**src/rtl/pico_bus_arb_pkg.sv**
```systemverilog
// Shared constants and helpers for the PicoBus arbiter and its round-robin picker.
package pico_bus_arb_pkg;

  localparam int PICO_ADDR_W = 32;

  localparam logic [1:0] ST_IDLE = 2'd0;
  localparam logic [1:0] ST_ARB  = 2'd1;
  localparam logic [1:0] ST_OWN  = 2'd2;

  // Ceiling log2, usable in parameter expressions (clog2(1) = 0).
  function automatic int clog2(input int value);
    int result;
    result = 0;
    for (int i = 0; i < 31; i++) begin
      if ((1 << i) < value) result = i + 1;
    end
    return result;
  endfunction

endpackage

```
**src/rtl/pico_rr_pick.sv**
```systemverilog
// Round-robin picker: first set request after index 'last', wrapping modulo NREQ.
module pico_rr_pick
  import pico_bus_arb_pkg::*;
#(
  parameter int NREQ  = 2,
  parameter int IDX_W = (NREQ > 1) ? clog2(NREQ) : 1
) (
  input  logic [NREQ-1:0]  req,
  input  logic [IDX_W-1:0] last,
  output logic [NREQ-1:0]  pick,
  output logic [IDX_W-1:0] pick_idx
);

  localparam int CW = IDX_W + 1;

  // One extra bit holds last+k before the wrap back below NREQ.
  always_comb begin
    logic [CW-1:0] cand;
    logic          found;
    pick     = '0;
    pick_idx = '0;
    found    = 1'b0;
    cand     = '0;
    for (int k = 1; k <= NREQ; k++) begin
      cand = {1'b0, last} + CW'(k);
      if (cand >= CW'(NREQ)) cand = cand - CW'(NREQ);
      if (!found && req[cand[IDX_W-1:0]]) begin
        found                 = 1'b1;
        pick[cand[IDX_W-1:0]] = 1'b1;
        pick_idx              = cand[IDX_W-1:0];
      end
    end
  end

endmodule

```
**src/rtl/pico_bus_arbiter.sv**
```systemverilog
// Shares one PicoBus master port between NREQ requesters: round-robin grant with
// burst hold and beat cap, registered bus drive, fixed-latency read-data routing.
module pico_bus_arbiter
  import pico_bus_arb_pkg::*;
#(
  parameter int NREQ       = 2,
  parameter int W          = 128,
  parameter int RD_LATENCY = 1,
  parameter int MAX_BEATS  = 16
) (
  input  logic                        s_clk,
  input  logic                        s_rst_n,
  input  logic [NREQ-1:0]             req_valid,
  input  logic [NREQ-1:0]             req_rd,
  input  logic [NREQ-1:0]             req_last,
  input  logic [NREQ*PICO_ADDR_W-1:0] req_addr,
  input  logic [NREQ*W-1:0]           req_wdata,
  output logic [NREQ-1:0]             req_ready,
  output logic [NREQ-1:0]             grant,
  output logic [NREQ-1:0]             rsp_valid,
  output logic [W-1:0]                rsp_data,
  output logic                        PicoWr,
  output logic                        PicoRd,
  output logic [PICO_ADDR_W-1:0]      PicoAddr,
  output logic [W-1:0]                PicoDataIn,
  input  logic [W-1:0]                PicoDataOut
);

  localparam int IDX_W    = clog2(NREQ);
  localparam int ADDR_LSB = clog2(W / 8);
  localparam int BCNT_W   = clog2(MAX_BEATS) + 1;
  localparam logic [PICO_ADDR_W-1:0] ADDR_MASK =
    ~((PICO_ADDR_W'(1) << ADDR_LSB) - PICO_ADDR_W'(1));

  logic [1:0]             state;
  logic [IDX_W-1:0]       last_grant;
  logic [BCNT_W-1:0]      beat_cnt;
  logic [NREQ-1:0]        pick;
  logic [IDX_W-1:0]       pick_idx;
  logic                   accept;
  logic                   release_burst;
  logic                   sel_rd;
  logic                   sel_last;
  logic [PICO_ADDR_W-1:0] sel_addr;
  logic [W-1:0]           sel_wdata;
  logic [RD_LATENCY:0]    pipe_vld;
  logic [IDX_W-1:0]       pipe_idx [RD_LATENCY:0];

  pico_rr_pick #(
    .NREQ  (NREQ),
    .IDX_W (IDX_W)
  ) u_pick (
    .req      (req_valid),
    .last     (last_grant),
    .pick     (pick),
    .pick_idx (pick_idx)
  );

  // grant is only non-zero in OWN, so this is the whole ready decode.
  assign req_ready = grant & req_valid;
  assign accept    = |req_ready;

  always_comb begin
    sel_rd    = 1'b0;
    sel_last  = 1'b0;
    sel_addr  = '0;
    sel_wdata = '0;
    for (int i = 0; i < NREQ; i++) begin
      if (grant[i]) begin
        sel_rd    = req_rd[i];
        sel_last  = req_last[i];
        sel_addr  = req_addr[PICO_ADDR_W*i +: PICO_ADDR_W];
        sel_wdata = req_wdata[W*i +: W];
      end
    end
  end

  assign release_burst = accept && (sel_last || (beat_cnt == BCNT_W'(MAX_BEATS - 1)));

  always_ff @(posedge s_clk) begin
    if (!s_rst_n) begin
      state      <= ST_IDLE;
      grant      <= '0;
      last_grant <= IDX_W'(NREQ - 1);
      beat_cnt   <= '0;
    end else begin
      case (state)
        ST_IDLE: begin
          if (|req_valid) state <= ST_ARB;
        end
        ST_ARB: begin
          if (|req_valid) begin
            grant      <= pick;
            last_grant <= pick_idx;
            beat_cnt   <= '0;
            state      <= ST_OWN;
          end else begin
            grant <= '0;
            state <= ST_IDLE;
          end
        end
        ST_OWN: begin
          if (accept) begin
            beat_cnt <= beat_cnt + BCNT_W'(1);
            if (release_burst) begin
              grant <= '0;
              state <= ST_IDLE;
            end
          end
        end
        default: begin
          grant <= '0;
          state <= ST_IDLE;
        end
      endcase
    end
  end

  always_ff @(posedge s_clk) begin
    if (!s_rst_n) begin
      PicoWr     <= 1'b0;
      PicoRd     <= 1'b0;
      PicoAddr   <= '0;
      PicoDataIn <= '0;
    end else begin
      PicoWr <= accept & ~sel_rd;
      PicoRd <= accept & sel_rd;
      if (accept) begin
        PicoAddr   <= sel_addr & ADDR_MASK;
        PicoDataIn <= sel_wdata;
      end
    end
  end

  // Stage 0 lines up with the PicoRd cycle; stage RD_LATENCY with valid PicoDataOut.
  // last_grant names the owner while in OWN, so it tags the read directly.
  always_ff @(posedge s_clk) begin
    if (!s_rst_n) begin
      pipe_vld  <= '0;
      rsp_valid <= '0;
      rsp_data  <= '0;
      for (int i = 0; i <= RD_LATENCY; i++) pipe_idx[i] <= '0;
    end else begin
      pipe_vld    <= {pipe_vld[RD_LATENCY-1:0], accept & sel_rd};
      pipe_idx[0] <= last_grant;
      for (int i = 1; i <= RD_LATENCY; i++) pipe_idx[i] <= pipe_idx[i-1];
      rsp_valid <= '0;
      if (pipe_vld[RD_LATENCY]) begin
        rsp_valid[pipe_idx[RD_LATENCY]] <= 1'b1;
        rsp_data                        <= PicoDataOut;
      end
    end
  end

endmodule

```
**config.mk**
```make
export PLATFORM = sky130hd
export DESIGN_NAME = pico_bus_arbiter
export DESIGN_NICKNAME = d
export VERILOG_FILES = /design/src/rtl/pico_bus_arb_pkg.sv /design/src/rtl/pico_rr_pick.sv /design/src/rtl/pico_bus_arbiter.sv
export SDC_FILE = /design/constraint.sdc
export NUM_CORES = 1
export LEC_CHECK = 0
export BUFFER_PORTS_ARGS = -buffer_cell sky130_fd_sc_hd__buf_2
export CORE_AREA = 2 2 295 297
export CTS_BUF_LIST = sky130_fd_sc_hd__clkbuf_8
export DETAILED_ROUTE_END_ITERATION = 12
export DIE_AREA = 0 0 297 299
export PLACE_DENSITY_LB_ADDON = 0.1
export SYNTH_ARGS = -nofsm -noshare
export SYNTH_HDL_FRONTEND = slang
export SYNTH_SLANG_ARGS = --single-unit
```
**constraint.sdc**
```tcl
create_clock -name s_clk -period 3.4 [get_ports s_clk]
set_input_delay 0.85 -clock s_clk [delete_from_list [all_inputs] [get_ports s_clk]]
set_output_delay 0.85 -clock s_clk [all_outputs]
set_load 0.03 [all_outputs]
```
After elaboration in Yosys (flattened, before gate mapping). Memory sizes are Yosys's and may differ from the RTL's. Index checks and enable logic that the tools add are counted.

Memories kept: 1. Bits in writable memories: 2. Register bits: 300. Word-level logic and storage cells: 95.

Memories: pipe_idx (words 2, width 1, read ports 2, clocked after Yosys merged registers in 0, wr ports 2, line pico_bus_arbiter.sv:47) `logic [IDX_W-1:0] pipe_idx [RD_LATENCY:0];`.

Multiplexer cells: 39. Reductions and logical operators: 16. $lt $le $gt $ge: 8. Bitwise gates (word level): 8. Eq/ne operators: 7. Add/subtract/negate cells: 5.

Operator list (count): $mux 128 (2); $mux 32 (2); $mux 1 (20); $mux 2 (7); $pmux 2 s3 (2); $mux 5 (2); $pmux 5 s2 (1); $reduce_and 3->1 (3); $ne 2x2->1 const B (4); $lt 1x2->1 const B (3); $add 5x1->5 const B (1); $eq 5x4->1 const B (1); $logic_and 1x1->1 (5); $ge 2x2->1 const B (2); $reduce_and 2->1 (2); $reduce_or 2->1 (2); $demux 1 s1 (3); $ge 1x1->1 const B (3); $add 1x1->2 const B (1); $add 1x2->2 const B (1); $and 1x1->1 (2); $and 2x2->2 (1); $eq 2x1->1 const B (1); $eq 2x2->1 const B (1); other kinds (8) (11).

Depth between registers and ports, before layout. Gate-level depths: netlist of the first run.

Depth after elaboration: 12. Mapped depth: 6.

By module. A second synthesis of the first run with hierarchy kept.

Cells, all modules: 1215. Area total of the unflattened synthesis: 12956.2 um^2.

Modules (own cells, without submodules): pico_bus_arbiter (cells an instance 1211, area each 12929.9 um^2, times used 1); pico_rr_pick (cells an instance 4, area each 26.3 um^2, times used 1).

Worst setup path after synthesis of the first run. Ideal clock, no wire load.

Path type: register -> output. Start point: register grant[1]. End point: output req_ready[1]. Stages on the path, launching flop included: 5. Required time: 2.550 ns. Setup slack: 1.054 ns. Data arrival time: 1.496 ns. Path through: dfxtp_1 > buf_4 > buf_2 > clkbuf_1 > and2_1.

Cells in the longest elaborated chain, start to end: 1.

Ends and longest elaborated chain: start: declaration (line pico_bus_arbiter.sv:19) `output logic [NREQ-1:0] grant,`; start signal: assignment (line pico_bus_arbiter.sv:93) `grant <= pick;`; $and 2x2->2 (line pico_bus_arbiter.sv:60) `assign req_ready = grant & req_valid;`; end: declaration (line pico_bus_arbiter.sv:18) `output logic [NREQ-1:0] req_ready,`.

Every way passes these cells.

Final worst setup path of the first run. Ends and elaborated chain as after synthesis.

==> results of run 1 <==
[worst max-delay path by stage]
stage                                 to  slack [ns]  depth (start not counted)
after floorplan             req_ready[1]        1.05                          4
after global placement    PicoDataIn[56]        0.51                          6
after detailed placement  PicoDataIn[56]        0.54                          6
after CTS                   req_ready[1]        0.68                          2
after global routing        req_ready[1]        0.66                          2
final                       req_ready[1]        0.82                          2
[power by group]
part           internal (mW)  leakage (nW)  switching, mW  total, mW
Combinational          0.538          4.85          0.836       1.37
Sequential              3.67          2.44         0.0751       3.74
Clock                   2.37         0.795           1.77       4.14
Total                   6.57          8.08           2.68       9.25
[metrics by stage]
stage | hold slack (ns) | cell area [µm²] | instances | worst slack, ns
after floorplan | 0.3829 | 12750 | 1216 | 1.055
after global placement | 0.4043 | 17590 | 3008 | 0.5113
after detailed placement | 0.4146 | 17590 | 3008 | 0.5385
after CTS | 0.3844 | 18950 | 3126 | 0.6762
after global routing | 0.4229 | 18960 | 3127 | 0.6647
final | 0.4196 | 18960 | 3127 | 0.8160
[cells in the mapped netlist (3+ instances only)]
library cell	instances
dfxtp_1	301
nor2_1	160
a221oi_1	156
nor2b_1	131
mux2i_1	128
nor3b_2	98
nor3b_1	59
clkbuf_1	52
buf_2	45
buf_4	27
nand2_1	7
and2_1	5
a21oi_1	4
o21ai_0	4
and3_1	3
inv_1	3
nand2b_1	3
o221ai_1	3
[final cells by class]
type                            count  area (µm²)
Clock inverter                     34       203.9
Sequential cell                   301        6033
Clock buffer                       84        1156
Antenna cell                        1       2.502
Tap cell                         1155        1445
Timing Repair Buffer              761        3995
Multi-Input combinational cell    788        6108
Inverter                            3       11.26
Fill cell                        9553       66990
[cell families (layout without fill, tap and decap cells)]
kind of cell	count (synthesis)	in the layout
AOI/OAI and AO/OA	178	178
muxes	128	128
adders and majority gates	2	2
DFF	301	301
buffers and inverters	127	882
and+or+nand+nor	476	476
other	1	5
[flip-flops by register name, summed over array words and instances (netlist names)]
name,cells
rsp_data,128
pipe_idx,2
state,2
last_grant,1
PicoDataIn,128
pipe_vld,2
PicoWr,1
beat_cnt,5
grant,2
rsp_valid,2
PicoAddr,28
[placed cells by master, fill, tap and decap left out, types with 3 or more instances in the layout]
cell type  count
dfxtp_1      299
inv_6          4
nand2_1        7
a221oi_1     156
clkinv_2       3
a21oi_1        4
nand2b_1       3
nor3b_2       98
o21ai_0        4
conb_1         4
buf_2        738
buf_4         12
and2_1         5
buf_12        10
clkbuf_8      84
nor2b_1      131
and3_1         3
nor3b_1       59
o221ai_1       3
inv_1         28
nor2_1       160
mux2i_1      128
[per-layer routing]
layer / share of wire, % / vias up
met4: 2.6 / 8
met1: 40 / 5585
met3: 8.3 / 102
li1: - / 5808
met5: 0.098 / -
met2: 49 / 506
[worst max-delay path, stage by stage, from the launching register on]
cell and delay [ns]:
dfxtp_4 0.64, and2_1 0.20, buf_2 0.27
==> out/qor.yml, run 1 <==
clock_sinks: 301
syn_area_per_cell_um2: 10.51
ys_ff_latch: 301
post_drt_wl_per_cell_um: 17.57
cts-hold-fix-buffers: 0
numCtsBuffers: 66
setup_viol: 0
fin_nets: 2379
dieArea_um2: 88800
insertion_delay_ns: 0.62
firstDrtPassIters: 6
hp-class: "reg2reg"
worstHoldStart: "pipe_idx[0][1]"
yosys.area_share.adder_pct: 0.1964
synth_compound_area_share_pct: 11.95
cts_resized: 0
cts_tree: "done"
core_um2: 85940
grt_use_met3_pct: 4.493
fin_setup_tns_ns: 0
first_iter_violations: 381
cts_buffer_depth: 3
met1_usage_pct: 13.41
cap_violations: 0
synth.area.mux_share_pct: 10.05
die_h_um: 299
clk_pin_slew_ns: 0.05
synth_warnings: 0
vdd_ir_drop_max_mv: 0.2243
worst_slew_pin_slew_ns: 1.142
synth_edf_count: 0
antenna_left: 0
crit_type: "reg2out"
wl_mm: 54.95
grt_pass1_vias: 12100
timing.rr.start: "grant[1]"
critPathRequiredTime_ns: 2.55
r2r_end: "PicoDataIn[56]"
top_usage_layer: "met2"
power.leakage_nw: 8.085
period_minus_slack_ns: 2.584
status: "completed"
routed_via_density: 3.840
r2r_cells: 5
dr_total_vias: 12010
rrSetupSlack_ns: 0.90
grt_use_total_pct: 11.86
synth_cell_types: 35
num_io_pins: 752
area_growth_pct: 48.75
rows: 108
hold_viol_final: 0
h-tree-depth: 3
final_util_pct: 22.06
die_width_um: 297
maxSlewHeadroom_pct: 23.87
post-route-period-util_pct: 76.00
fin_skew_ns: 0.02295
yosys.area.top_type_share_pct: 47.29
yosys.area_share.xor_xnor_pct: 0
initial_core_util_pct: 14.83
path_max_fanout: 32
synth_top_cell_by_area: "dfxtp_1"
synth_area_um2: 12740
grt_pass1_wl_mm: 79.48
synth_cells: 1213
cp-end-kind: "output port"
ys_seq_area_share_pct: 47.29
rsz0062_at_grt: "false"
synth_top_family_by_area: "simple AND/OR/NAND/NOR gates"
drc: 0
cts-root-buf: "clkbuf_8"
powerDensity_nw_per_um2: 488.1
use_met2_pct: 20.49
synthArstFlopShare_pct: 0
port-buffer-count: 739
synth-simple-area-share_pct: 25.51
grt_antenna_before_repair: 7
maxSlewViolCount: 0
grt_max_degree: 131
postCtsSetupBuffers: 0
place_congestion: 0.8055
arrival_ns: 1.73
min_to: "rsp_valid[0]"
cp-startpoint: "grant[1]"
fmax_mhz: 387.0
synth_area_leaders: "dfxtp_1 (47%), a221oi_1 (11%), mux2i_1 (10%), nor3b_2 (9.6%), nor2b_1 (6.4%)"
dp_hpwl_mm: 40.43
overflow: 0
p_total_mw: 9.252
synthFlopType: "dfxtp_1"
crit_path_start_kind: "flip-flop"
drive_gt1_share_pct: 48.55
min_path_cells: 1
Note: power is estimated with default switching activity, not from simulation.
==> run 2, diff against run 1 <==
- ABC_AREA: unset -> 1
- CORE_AREA: 2 2 295 297 -> 2 2 296 298
- DIE_AREA: 0 0 297 299 -> 0 0 298 300
- clock period: 3.4 -> 2.2 ns (I/O delays scaled with it)
==> run 2 against run 1 <==
Effect of this change:
- clock power increased by 50%
- sequential share of layout area increased by 2.2 points
- clock skew increased by 0.029 ns
- synthesized cell count increased by 13%
- critical endpoint unchanged
==> out/qor.yml, run 2 <==
setup_viol: 0
dieArea_um2: 89400
critPathRequiredTime_ns: 1.65
maxSlewViolCount: 0
synth_most_common_cell: "dfxtp_1"
dp_hpwl_mm: 42.76
crit_chain: "nand2_2 > inv_2 > buf_2"
overflow: 0
grt_antenna_before_repair: 32
cp_num_buf_inv: 2
crit_type: "reg2out"
die_h_um: 300
synth_top_cell_by_area: "dfxtp_1"
grt_use_total_pct: 11.99
die_width_um: 298
synth_area_um2: 11520
yosys-top-cells-count: "dfxtp_1 (301), o21ai_0 (269), nor2_1 (267)"
status: "completed"
yosys.area.top_type_share_pct: 52.30
synth_edf_count: 0
hold_viol_final: 0
cap_violations: 0
clock_sinks: 301
syn_area_per_cell_um2: 8.428
stdcell_area_um2: 17740
antenna_left: 0
placed_cell_area_um2: 16360
insertion_delay_ns: 0.68
ys_seq_area_share_pct: 52.30
grt_pass1_vias: 12790
cp-end-kind: "output port"
firstDrtPassIters: 5
initial_core_util_pct: 13.36
max_stage_delay_ns: 0.39
numCtsBuffers: 61
port-buffer-count: 739
synth_cells: 1367
cts-root-buf: "clkbuf_8"
reg_top3: "PicoDataIn (128), rsp_data (128), PicoAddr (28)"
drc: 0
worst_slew_pin_slew_ns: 0.7142
whs_ns: 0.08385
post-route-period-util_pct: 95.60
wl_mm: 57.10
grt_max_degree: 130
dr_total_vias: 12710
grt_pass1_wl_mm: 81.78
rows: 108
vdd_ir_drop_max_mv: 0.3480
synth_cell_types: 25
place_congestion: 0.8791
fin_skew_ns: 0.05169
num_io_pins: 752
cts_tree: "done"
final_common_cell: "buf_2"
ys_ff_latch: 301
synth_warnings: 0
fin_nets: 2541
hp-class: "in2reg"
final_cell_mix: "buf_2 (737), dfxtp_1 (298), o21ai_0 (269), nor2_1 (267), a21oi_1 (163)"
drive_gt1_share_pct: 41.55
area_growth_pct: 54.00
h-tree-depth: 2
routed_via_density: 3.864
postCtsSetupBuffers: 0
critical_path.slowest_cell: "dfxtp_4"
cp_top_family: "flip-flops"
powerDensity_nw_per_um2: 773.0
synthFlopType: "dfxtp_1"
synthArstFlopShare_pct: 0
core_um2: 86210
crit_path_start_kind: "flip-flop"
synth_area_leaders: "dfxtp_1 (52%), o21ai_0 (12%), a22oi_1 (10%), nor2_1 (8.7%), a21oi_1 (7.1%)"
period_minus_slack_ns: 2.103
maxSlewHeadroom_pct: 52.38
first_iter_violations: 499
post_drt_wl_per_cell_um: 17.35
path_max_fanout: 4
cts_buffer_depth: 3
clk_pin_slew_ns: 0.06
arrival_ns: 1.55
power.leakage_nw: 8.485
fmax_mhz: 475.5
-- run 2: cell count changes after synthesis, sizes merged, moves of 22 or more --
cell	before	now
o21ai	4	285
a21oi	4	163
nor3b	157	0
a221oi	156	0
a22oi	2	156
nor2b	132	0
mux2i	128	0
nor2	160	267
nand2	7	29
-- run 2: power breakdown --
| part | leakage (nW) | internal (mW) | switching [mW] |
|---|---|---|---|
| clock | 0.725 | 3.51 | 2.68 |
| sequential | 2.44 | 5.65 | 0.0880 |
| combinational | 5.32 | 0.653 | 1.13 |
-- run 2: worst reg2reg max path: stages (launching register included) --
cell     delay [ns]
dfxtp_4        0.37
inv_2          0.06
nand2_1        0.10
inv_6          0.26
buf_4          0.43
a22oi_1        0.19
a21oi_1        0.15
-- run 2: per-layer routing --
metal / track usage, % / share of wire [%] / vias to the layer above
met4: 3.829 / 2.6 / 34
met1: 13.08 / 38 / 5735
met3: 6.496 / 13 / 122
met2: 19.87 / 46 / 584
li1: - / - / 6239
met5: 0 / 0.39 / -
-- run 2: cells by family after synthesis --
kind of cell / after synthesis / synth area share [%]
AOI/OAI and AO/OA: 608 / 29.93
adders and majority gates: 2 / 0.2172
buffers and inverters: 152 / 7.428
DFF: 301 / 52.30
other: 1 / 0.03255
and+or+nand+nor: 303 / 10.09
-- run 2: worst paths after layout --
path                          from             end  slack (ns)  cells past startpoint
hold / removal    PicoDataOut[119]   rsp_data[119]        0.08                      3
setup reg to reg          grant[1]  PicoDataIn[53]        0.54                      6
hold reg to reg     pipe_idx[0][0]  pipe_idx[0][1]        0.42                      2
setup / recovery          grant[1]    req_ready[1]         0.1                      3
-- run 2: area by class of cell --
cell class	instances	area, µm²
Clock inverter	27	214.0
Fill cell	9877	68470
Tap cell	1155	1445
Inverter	18	75.07
Multi-Input combinational cell	917	4667
Antenna cell	10	25.02
Timing Repair Buffer	784	4208
Clock buffer	78	1074
Sequential cell	301	6035
-- run 2: per-stage QoR --
step	setup slack (ns)	power, mW	setup TNS [ns]	util (%)	std cells
floorplan	0.7331	6.790	0	-	1370
global placement	0.3494	7.646	0	18.98	3170
detailed placement	0.2849	7.655	0	18.98	3170
CTS	-0.0007048	14.14	-0.0007048	20.55	3280
global route	-0.001409	14.49	-0.001409	20.56	3284
finish	0.09690	13.71	0	20.58	3290
-- run 2: what timing repair did --
item | in CTS | in global routing
endpoints found under the hold margin | 5 | 0
resized for setup | 6 | 1
endpoints found under the setup margin | 3 | 1
hold buffers | 5 | 0
